## src/rtl/rv_mdu_pkg.sv

```systemverilog
// rv_mdu_pkg: operation codes, FSM state type and op-decode helpers shared by
// the iterative multiply/divide unit.
package rv_mdu_pkg;

    localparam int MDU_OP_W = 3;

    localparam logic [MDU_OP_W-1:0] MDU_MUL    = 3'd0;
    localparam logic [MDU_OP_W-1:0] MDU_MULH   = 3'd1;
    localparam logic [MDU_OP_W-1:0] MDU_MULHSU = 3'd2;
    localparam logic [MDU_OP_W-1:0] MDU_MULHU  = 3'd3;
    localparam logic [MDU_OP_W-1:0] MDU_DIV    = 3'd4;
    localparam logic [MDU_OP_W-1:0] MDU_DIVU   = 3'd5;
    localparam logic [MDU_OP_W-1:0] MDU_REM    = 3'd6;
    localparam logic [MDU_OP_W-1:0] MDU_REMU   = 3'd7;

    typedef enum logic [1:0] {
        MDU_IDLE,
        MDU_CALC,
        MDU_FIX,
        MDU_DONE
    } mdu_state_e;

    // True for DIV/DIVU/REM/REMU.
    function automatic logic is_div(input logic [MDU_OP_W-1:0] op);
        return (op == MDU_DIV) || (op == MDU_DIVU) ||
               (op == MDU_REM) || (op == MDU_REMU);
    endfunction

    // rs1 is interpreted as two's complement.
    function automatic logic a_signed(input logic [MDU_OP_W-1:0] op);
        return (op == MDU_MULH) || (op == MDU_MULHSU) ||
               (op == MDU_DIV)  || (op == MDU_REM);
    endfunction

    // rs2 is interpreted as two's complement.
    function automatic logic b_signed(input logic [MDU_OP_W-1:0] op);
        return (op == MDU_MULH) || (op == MDU_DIV) || (op == MDU_REM);
    endfunction

endpackage

```

## src/rtl/rv_mdu_divstep.sv

```systemverilog
// rv_mdu_divstep: one combinational restoring-division step. Shifts the next
// dividend bit into the partial remainder and subtracts the divisor if it fits.
module rv_mdu_divstep #(
    parameter int XLEN = 32
) (
    input  logic [XLEN-1:0] i_rem,
    input  logic            i_msb,
    input  logic [XLEN-1:0] i_dsr,
    output logic [XLEN-1:0] o_rem,
    output logic            o_q
);

    logic [XLEN:0] w_shift;
    logic [XLEN:0] w_diff;

    // Partial remainder is always below the divisor, so the shifted value
    // fits in XLEN+1 bits and a borrow shows up in the top bit of the difference.
    always_comb begin
        w_shift = {i_rem, i_msb};
        w_diff  = w_shift - {1'b0, i_dsr};
        o_q     = ~w_diff[XLEN];
        o_rem   = o_q ? w_diff[XLEN-1:0] : w_shift[XLEN-1:0];
    end

endmodule

```

## src/rtl/rv_mdu_iter.sv

```systemverilog
// rv_mdu_iter: iterative RV32M/RV64M multiply/divide unit. Works on operand
// magnitudes one bit per cycle (the first bit is taken on the accepting edge),
// then a FIX cycle applies the sign and selects the result half.
// Optional build macro RV_MDU_FAST_MUL_EN: multiplies skip the iterative CALC
// phase and FIX registers a single-cycle full product instead.
module rv_mdu_iter
    import rv_mdu_pkg::*;
#(
    parameter  int XLEN  = 32,
    localparam int CNT_W = $clog2(XLEN)
) (
    input  logic                clk_i,
    input  logic                rst_i,
    input  logic                req_valid_i,
    output logic                req_ready_o,
    input  logic [MDU_OP_W-1:0] op_i,
    input  logic [XLEN-1:0]     a_i,
    input  logic [XLEN-1:0]     b_i,
    input  logic                kill_i,
    output logic                res_valid_o,
    input  logic                res_ready_i,
    output logic [XLEN-1:0]     res_o,
    output logic                busy_o
);

    localparam logic [XLEN-1:0] SMIN = {1'b1, {(XLEN-1){1'b0}}};

    mdu_state_e            r_state;
    mdu_state_e            w_next;
    logic [CNT_W-1:0]      r_cnt;
    logic                  r_res_valid;
    logic [XLEN-1:0]       r_res;
    logic [MDU_OP_W-1:0]   r_op;
    logic                  r_neg_q;
    logic                  r_neg_r;
    logic [2*XLEN-1:0]     r_acc;
    logic [2*XLEN-1:0]     r_mcand;
    logic [XLEN-1:0]       r_mplier;
    logic [XLEN-1:0]       r_rem;
    logic [XLEN-1:0]       r_dvd;
    logic [XLEN-1:0]       r_dsr;

    logic                  w_accept;
    logic                  w_sa;
    logic                  w_sb;
    logic [XLEN-1:0]       w_ma;
    logic [XLEN-1:0]       w_mb;
    logic                  w_div_zero;
    logic                  w_div_ovf;
    logic                  w_special;
    logic                  w_fast;
    logic [XLEN-1:0]       w_special_res;
    logic [XLEN-1:0]       w_ds_rem_in;
    logic                  w_ds_msb;
    logic [XLEN-1:0]       w_ds_dsr;
    logic [XLEN-1:0]       w_ds_rem;
    logic                  w_ds_q;
    logic [2*XLEN-1:0]     w_prod_mag;
    logic [2*XLEN-1:0]     w_prod;
    logic [XLEN-1:0]       w_quo;
    logic [XLEN-1:0]       w_remv;
    logic [XLEN-1:0]       w_fix_res;

    // Request decode: acceptance, operand signs/magnitudes and divide special cases.
    always_comb begin
        w_accept   = req_valid_i && (r_state == MDU_IDLE) && !kill_i;
        w_sa       = a_signed(op_i) && a_i[XLEN-1];
        w_sb       = b_signed(op_i) && b_i[XLEN-1];
        w_ma       = w_sa ? -a_i : a_i;
        w_mb       = w_sb ? -b_i : b_i;
        w_div_zero = is_div(op_i) && (b_i == '0);
        w_div_ovf  = ((op_i == MDU_DIV) || (op_i == MDU_REM)) &&
                     (a_i == SMIN) && (b_i == '1);
        w_special  = w_div_zero || w_div_ovf;
        w_special_res = '0;
        if ((op_i == MDU_DIV) || (op_i == MDU_DIVU)) begin
            w_special_res = w_div_zero ? '1 : a_i;
        end else begin
            w_special_res = w_div_zero ? a_i : '0;
        end
`ifdef RV_MDU_FAST_MUL_EN
        w_fast = !is_div(op_i);
`else
        w_fast = 1'b0;
`endif
    end

    // The divide step is shared: the accepting edge feeds it fresh magnitudes,
    // CALC feeds it the running remainder/dividend.
    always_comb begin
        if (r_state == MDU_IDLE) begin
            w_ds_rem_in = '0;
            w_ds_msb    = w_ma[XLEN-1];
            w_ds_dsr    = w_mb;
        end else begin
            w_ds_rem_in = r_rem;
            w_ds_msb    = r_dvd[XLEN-1];
            w_ds_dsr    = r_dsr;
        end
    end

    rv_mdu_divstep #(
        .XLEN (XLEN)
    ) u_divstep (
        .i_rem (w_ds_rem_in),
        .i_msb (w_ds_msb),
        .i_dsr (w_ds_dsr),
        .o_rem (w_ds_rem),
        .o_q   (w_ds_q)
    );

    // Sign correction and result selection for the FIX cycle.
    always_comb begin
`ifdef RV_MDU_FAST_MUL_EN
        w_prod_mag = {{XLEN{1'b0}}, r_mcand[XLEN-1:0]} * {{XLEN{1'b0}}, r_mplier};
`else
        w_prod_mag = r_acc;
`endif
        w_prod = r_neg_q ? -w_prod_mag : w_prod_mag;
        w_quo  = r_neg_q ? -r_dvd : r_dvd;
        w_remv = r_neg_r ? -r_rem : r_rem;
        case (r_op)
            MDU_MUL:                          w_fix_res = w_prod[XLEN-1:0];
            MDU_MULH, MDU_MULHSU, MDU_MULHU:  w_fix_res = w_prod[2*XLEN-1:XLEN];
            MDU_DIV, MDU_DIVU:                w_fix_res = w_quo;
            default:                          w_fix_res = w_remv;
        endcase
    end

    // FSM state register.
    always_ff @(posedge clk_i) begin
        if (rst_i) begin
            r_state <= MDU_IDLE;
        end else begin
            r_state <= w_next;
        end
    end

    // FSM next-state logic; kill overrides every busy state.
    always_comb begin
        w_next = r_state;
        case (r_state)
            MDU_IDLE: begin
                if (w_accept) begin
                    if (w_special)   w_next = MDU_DONE;
                    else if (w_fast) w_next = MDU_FIX;
                    else             w_next = MDU_CALC;
                end
            end
            MDU_CALC: if (r_cnt == CNT_W'(XLEN-1)) w_next = MDU_FIX;
            MDU_FIX:  w_next = MDU_DONE;
            MDU_DONE: if (res_ready_i) w_next = MDU_IDLE;
            default:  w_next = MDU_IDLE;
        endcase
        if (kill_i && (r_state != MDU_IDLE)) w_next = MDU_IDLE;
    end

    // FSM outputs decoded from the current state.
    always_comb begin
        req_ready_o = (r_state == MDU_IDLE);
        busy_o      = (r_state != MDU_IDLE);
        res_valid_o = r_res_valid;
        res_o       = r_res;
    end

    // Control registers: iteration counter, result valid and result value.
    always_ff @(posedge clk_i) begin
        if (rst_i) begin
            r_cnt       <= '0;
            r_res_valid <= 1'b0;
            r_res       <= '0;
        end else begin
            r_res_valid <= (w_next == MDU_DONE);
            if (w_accept) begin
                r_cnt <= CNT_W'(1);
            end else if (r_state == MDU_CALC) begin
                r_cnt <= r_cnt + CNT_W'(1);
            end
            if (w_accept && w_special) begin
                r_res <= w_special_res;
            end else if ((r_state == MDU_FIX) && !kill_i) begin
                r_res <= w_fix_res;
            end
        end
    end

    // Datapath: capture at accept (first bit processed here), one bit per CALC cycle.
    always_ff @(posedge clk_i) begin
        if (w_accept) begin
            r_op    <= op_i;
            r_neg_q <= w_sa ^ w_sb;
            r_neg_r <= w_sa;
`ifdef RV_MDU_FAST_MUL_EN
            r_acc    <= '0;
            r_mcand  <= {{XLEN{1'b0}}, w_ma};
            r_mplier <= w_mb;
`else
            r_acc    <= w_mb[0] ? {{XLEN{1'b0}}, w_ma} : '0;
            r_mcand  <= {{(XLEN-1){1'b0}}, w_ma, 1'b0};
            r_mplier <= {1'b0, w_mb[XLEN-1:1]};
`endif
            r_rem   <= w_ds_rem;
            r_dvd   <= {w_ma[XLEN-2:0], w_ds_q};
            r_dsr   <= w_mb;
        end else if (r_state == MDU_CALC) begin
            if (r_mplier[0]) r_acc <= r_acc + r_mcand;
            r_mcand  <= {r_mcand[2*XLEN-2:0], 1'b0};
            r_mplier <= {1'b0, r_mplier[XLEN-1:1]};
            r_rem    <= w_ds_rem;
            r_dvd    <= {r_dvd[XLEN-2:0], w_ds_q};
        end
    end

endmodule

```

## config.mk

```make
export PLATFORM = sky130hd
export DESIGN_NAME = rv_mdu_iter
export DESIGN_NICKNAME = d
export VERILOG_FILES = /design/src/rtl/rv_mdu_pkg.sv /design/src/rtl/rv_mdu_divstep.sv /design/src/rtl/rv_mdu_iter.sv
export SDC_FILE = /design/constraint.sdc
export NUM_CORES = 1
export LEC_CHECK = 0
export CORE_MARGIN = 5
export CORE_UTILIZATION = 55
export DETAILED_ROUTE_END_ITERATION = 12
export PLACE_DENSITY = 0.76
export SYNTH_ARGS = -nofsm -noshare
export SYNTH_HDL_FRONTEND = slang
export SYNTH_SLANG_ARGS = --single-unit
```

## constraint.sdc

```tcl
create_clock -name clk_i -period 7.5 [get_ports clk_i]
set_input_delay 2.25 -clock clk_i [delete_from_list [all_inputs] [get_ports clk_i]]
set_output_delay 2.25 -clock clk_i [all_outputs]
set_load 0.01 [all_outputs]
```

==> impl_metrics.tcl <==
set metrics [dict create \
    status "finished clean" \
    yosysTopAreaCell "edfxtp_1" \
    cts_buffer_depth 3 \
    coreArea_sq_um 39900 \
    initial_core_util_pct 55.8 \
    critPathBufInv 2 \
    finalSetupViolations 0 \
    drt-initial-drc-count 2405 \
    yosys_warnings 0 \
    multi_input_area_sq_um 13200 \
    synth_nets 2721 \
    rsz0062_at_grt "false" \
    wl_microns 75700 \
    worstPathMaxFanout 28 \
    startpoint_type "primary input" \
    hp-class "register to register" \
    synth_edf_count 228 \
    p_total_mw 8.50 \
    reg2reg_from "r_state[0]$_SDFF_PP0_" \
    min-delay-start "r_mcand[59]$_SDFFE_PP0P_" \
    drive_gt1_share_pct 7.00 \
    clock_latency_ns 0.57 \
    firstDrtPassIters 6 \
    yosysSeqAreaShare_pct 37.1 \
    cts_resized 0 \
    pre_cts_ws_ns -0.187 \
    synth_area_leaders "edfxtp_1 31%, dfxtp_1 6.4%, ha_1 5.7%" \
    clk_pin_slew_ns 0.06 \
    ios 107 \
    slew_viol_final 0 \
    max_stage_delay_ns 0.44 \
    netlist_instances 2545 \
    fin_nets 2790 \
    die_x_microns 211 \
    async_flop_share_pct 0 \
    ys_dominant_reg_cell "edfxtp_1" \
    ys_seq_elements 299 \
    grt_max_degree 135 \
    antenna_left 0 \
    post-cts-setup-buffers 0 \
    layout_common_cells "270 x nand2_1, 240 x a21oi_1, 228 x edfxtp_1, 202 x nor2_1, 173 x o21ai_0" \
    setup_ws_ns 0.302 \
    cp.required_ns 7.81 \
    globalplace.congestion 1.03 \
    num_vias 20900 \
    antenna_found_initial 0 \
    crit_start "b_i[4]" \
    gr-total-overflow 0 \
    worstMarginPinSlew_ns 1.17 \
    irDropWorstVdd_mv 0.202 \
    cts.hold.buffers_added 0 \
    path_delay_family "simple AND/OR/NAND/NOR gates" \
    root_buffer "clkbuf_16" \
    port_buffers 106 \
    design.die.area_sq_um 44600 \
    fmax_ghz 0.139 \
    cp_cell_sequence "clkdlybuf4s50_1 > or3_1 > or4_1 > nor3_1 > and2_1 > nand2_1 > o41ai_1 > xor2_1 > nor2_1 > a21oi_1 > ha_1 > and2_1 > and3_1 > nand3_1 > a311oi_1 > o21ai_0 > o211ai_1 > nand2_1 > xor2_4 > buf_12 > mux2_2" \
    grt_pass1_wl_microns 116000 \
    crit_path_end_kind "register" \
    dpl.hpwl_microns 56200 \
    grt_pass1_vias 19700 \
    wire_per_inst_microns 23.9 \
    nFillCells 3501 \
    cts_tree "built" \
    slew_headroom_pct 22.1 \
    avgViaCountPerCell 6.59 \
    finalHoldViolations 0 \
    path_class "primary input to register" \
    crit_slowest_cell "or4_1" \
    power.leakage_nw 9.64 \
    netlist.area_leader.share_pct 30.8 \
    cts.htree.levels 2 \
    area_growth_pct 13.1 \
    fin_crit_sh_pct 96.0 \
    register_area_sq_um 8270 \
    final_common_cell "nand2_1" \
    ys_types 81 \
    fin_crit_ns 7.20 \
    whs_ns 0.473 \
    cts_buffers 37 \
    drcViolationCount 0 \
    cp.arrival_ns 7.51 \
    synth.cell_area_sq_um 22300 \
    cts.sink_count 299 \
    syn_area_per_cell_sq_um 8.75 \
    track_usage_pct 32.9 \
    fin_worst_skew_ns 0.0191 \
    drv_cap 0 \
    powerDensity_nw_per_um2 338 \
    die_h_microns 211 \
    rows 73 \
]
through the flow:
step	util (%)	cells	cell area (sq um)	setup TNS, ns
6_report	63.1	3169	25200	0
5_1_grt	63.1	3168	25200	0
4_1_cts	63.1	3168	25200	0
3_5_place_dp	60.1	3100	24000	-4.26
3_3_place_gp	60.1	3100	24000	0
2_1_floorplan	-	2545	22300	0
final cells by class:
type	count	area share, %
Sequential cell	299	32.8
Clock buffer	57	4.44
Antenna cell	1	0.00994
Clock inverter	11	0.353
Tap cell	525	2.61
Inverter	77	1.17
Timing Repair Buffer	167	6.11
Multi-Input combinational cell	2032	52.5
registers in the layout, summed over array words and instances (netlist names), 3 cells and up:
signal / cells
r_acc: 64
r_cnt: 5
r_dsr: 32
r_dvd: 32
r_mcand: 63
r_mplier: 31
r_op: 3
r_rem: 32
res_o: 32
routing by layer:
layer	routed length, microns	track usage [%]	up-vias
li1	-	-	9541
met1	31500	45.0	9969
met2	33500	51.6	1176
met3	7470	6.48	198
met4	3270	13.0	0
met5	0	0	-
final timing paths:
check	end	slack, ns	depth (start not counted)
setup / recovery	r_rem[3]$_DFFE_PP_	0.30	21
hold / removal	r_mcand[60]$_SDFFE_PP0P_	0.47	2
setup reg to reg	r_rem[3]$_DFFE_PP_	2.49	16
hold reg to reg	r_mcand[60]$_SDFFE_PP0P_	0.47	2
worst reg2reg max path: stages, from the launching register on:
cell and delay [ns]:
dfxtp_1 0.45, or2_2 0.66, nor2_1 0.14, a21oi_1 0.28, ha_1 0.22, inv_1 0.05, fa_1 0.40, a21o_1 0.21
a221oi_1 0.41, a21o_1 0.27, a311oi_1 0.14, o21ai_0 0.40, o211ai_1 0.16, nand2_1 0.18, xor2_4 0.20, buf_12 0.21
mux2_2 0.39
cells in the mapped netlist (20+ instances only):
master,instances
nand2_1,272
a21oi_1,240
edfxtp_1,228
nor2_1,202
o21ai_0,173
xnor2_1,142
xor2_1,118
clkbuf_1,113
ha_1,102
a21o_1,89
inv_1,76
dfxtp_1,71
nor3_1,63
o31ai_1,48
and2_1,43
nor4_1,40
nand3_1,35
o21a_1,33
nand2b_1,29
or3_1,29
nand4_1,28
mux2_2,27
a31oi_1,23
a221oi_1,22
o41ai_1,22
o22ai_1,21
and3_1,20
or4_1,20
power breakdown:
| part | leakage [nW] | internal [mW] | switching [mW] | total, mW |
|---|---|---|---|---|
| sequential | 2.74 | 2.39 | 0.499 | 2.89 |
| combinational | 6.31 | 1.53 | 2.28 | 3.81 |
| clock | 0.581 | 1.07 | 0.733 | 1.80 |
| total | 9.64 | 4.99 | 3.51 | 8.50 |
logic make-up after synthesis:
family / synth area share (%)
mux: 1.82
simple gates: 18.2
compound gates: 22.7
flops: 37.1
xor+xnor: 10.2
fa+ha+maj: 6.23
buf+inv: 3.68
No activity file was read; power rests on OpenSTA's default activity.
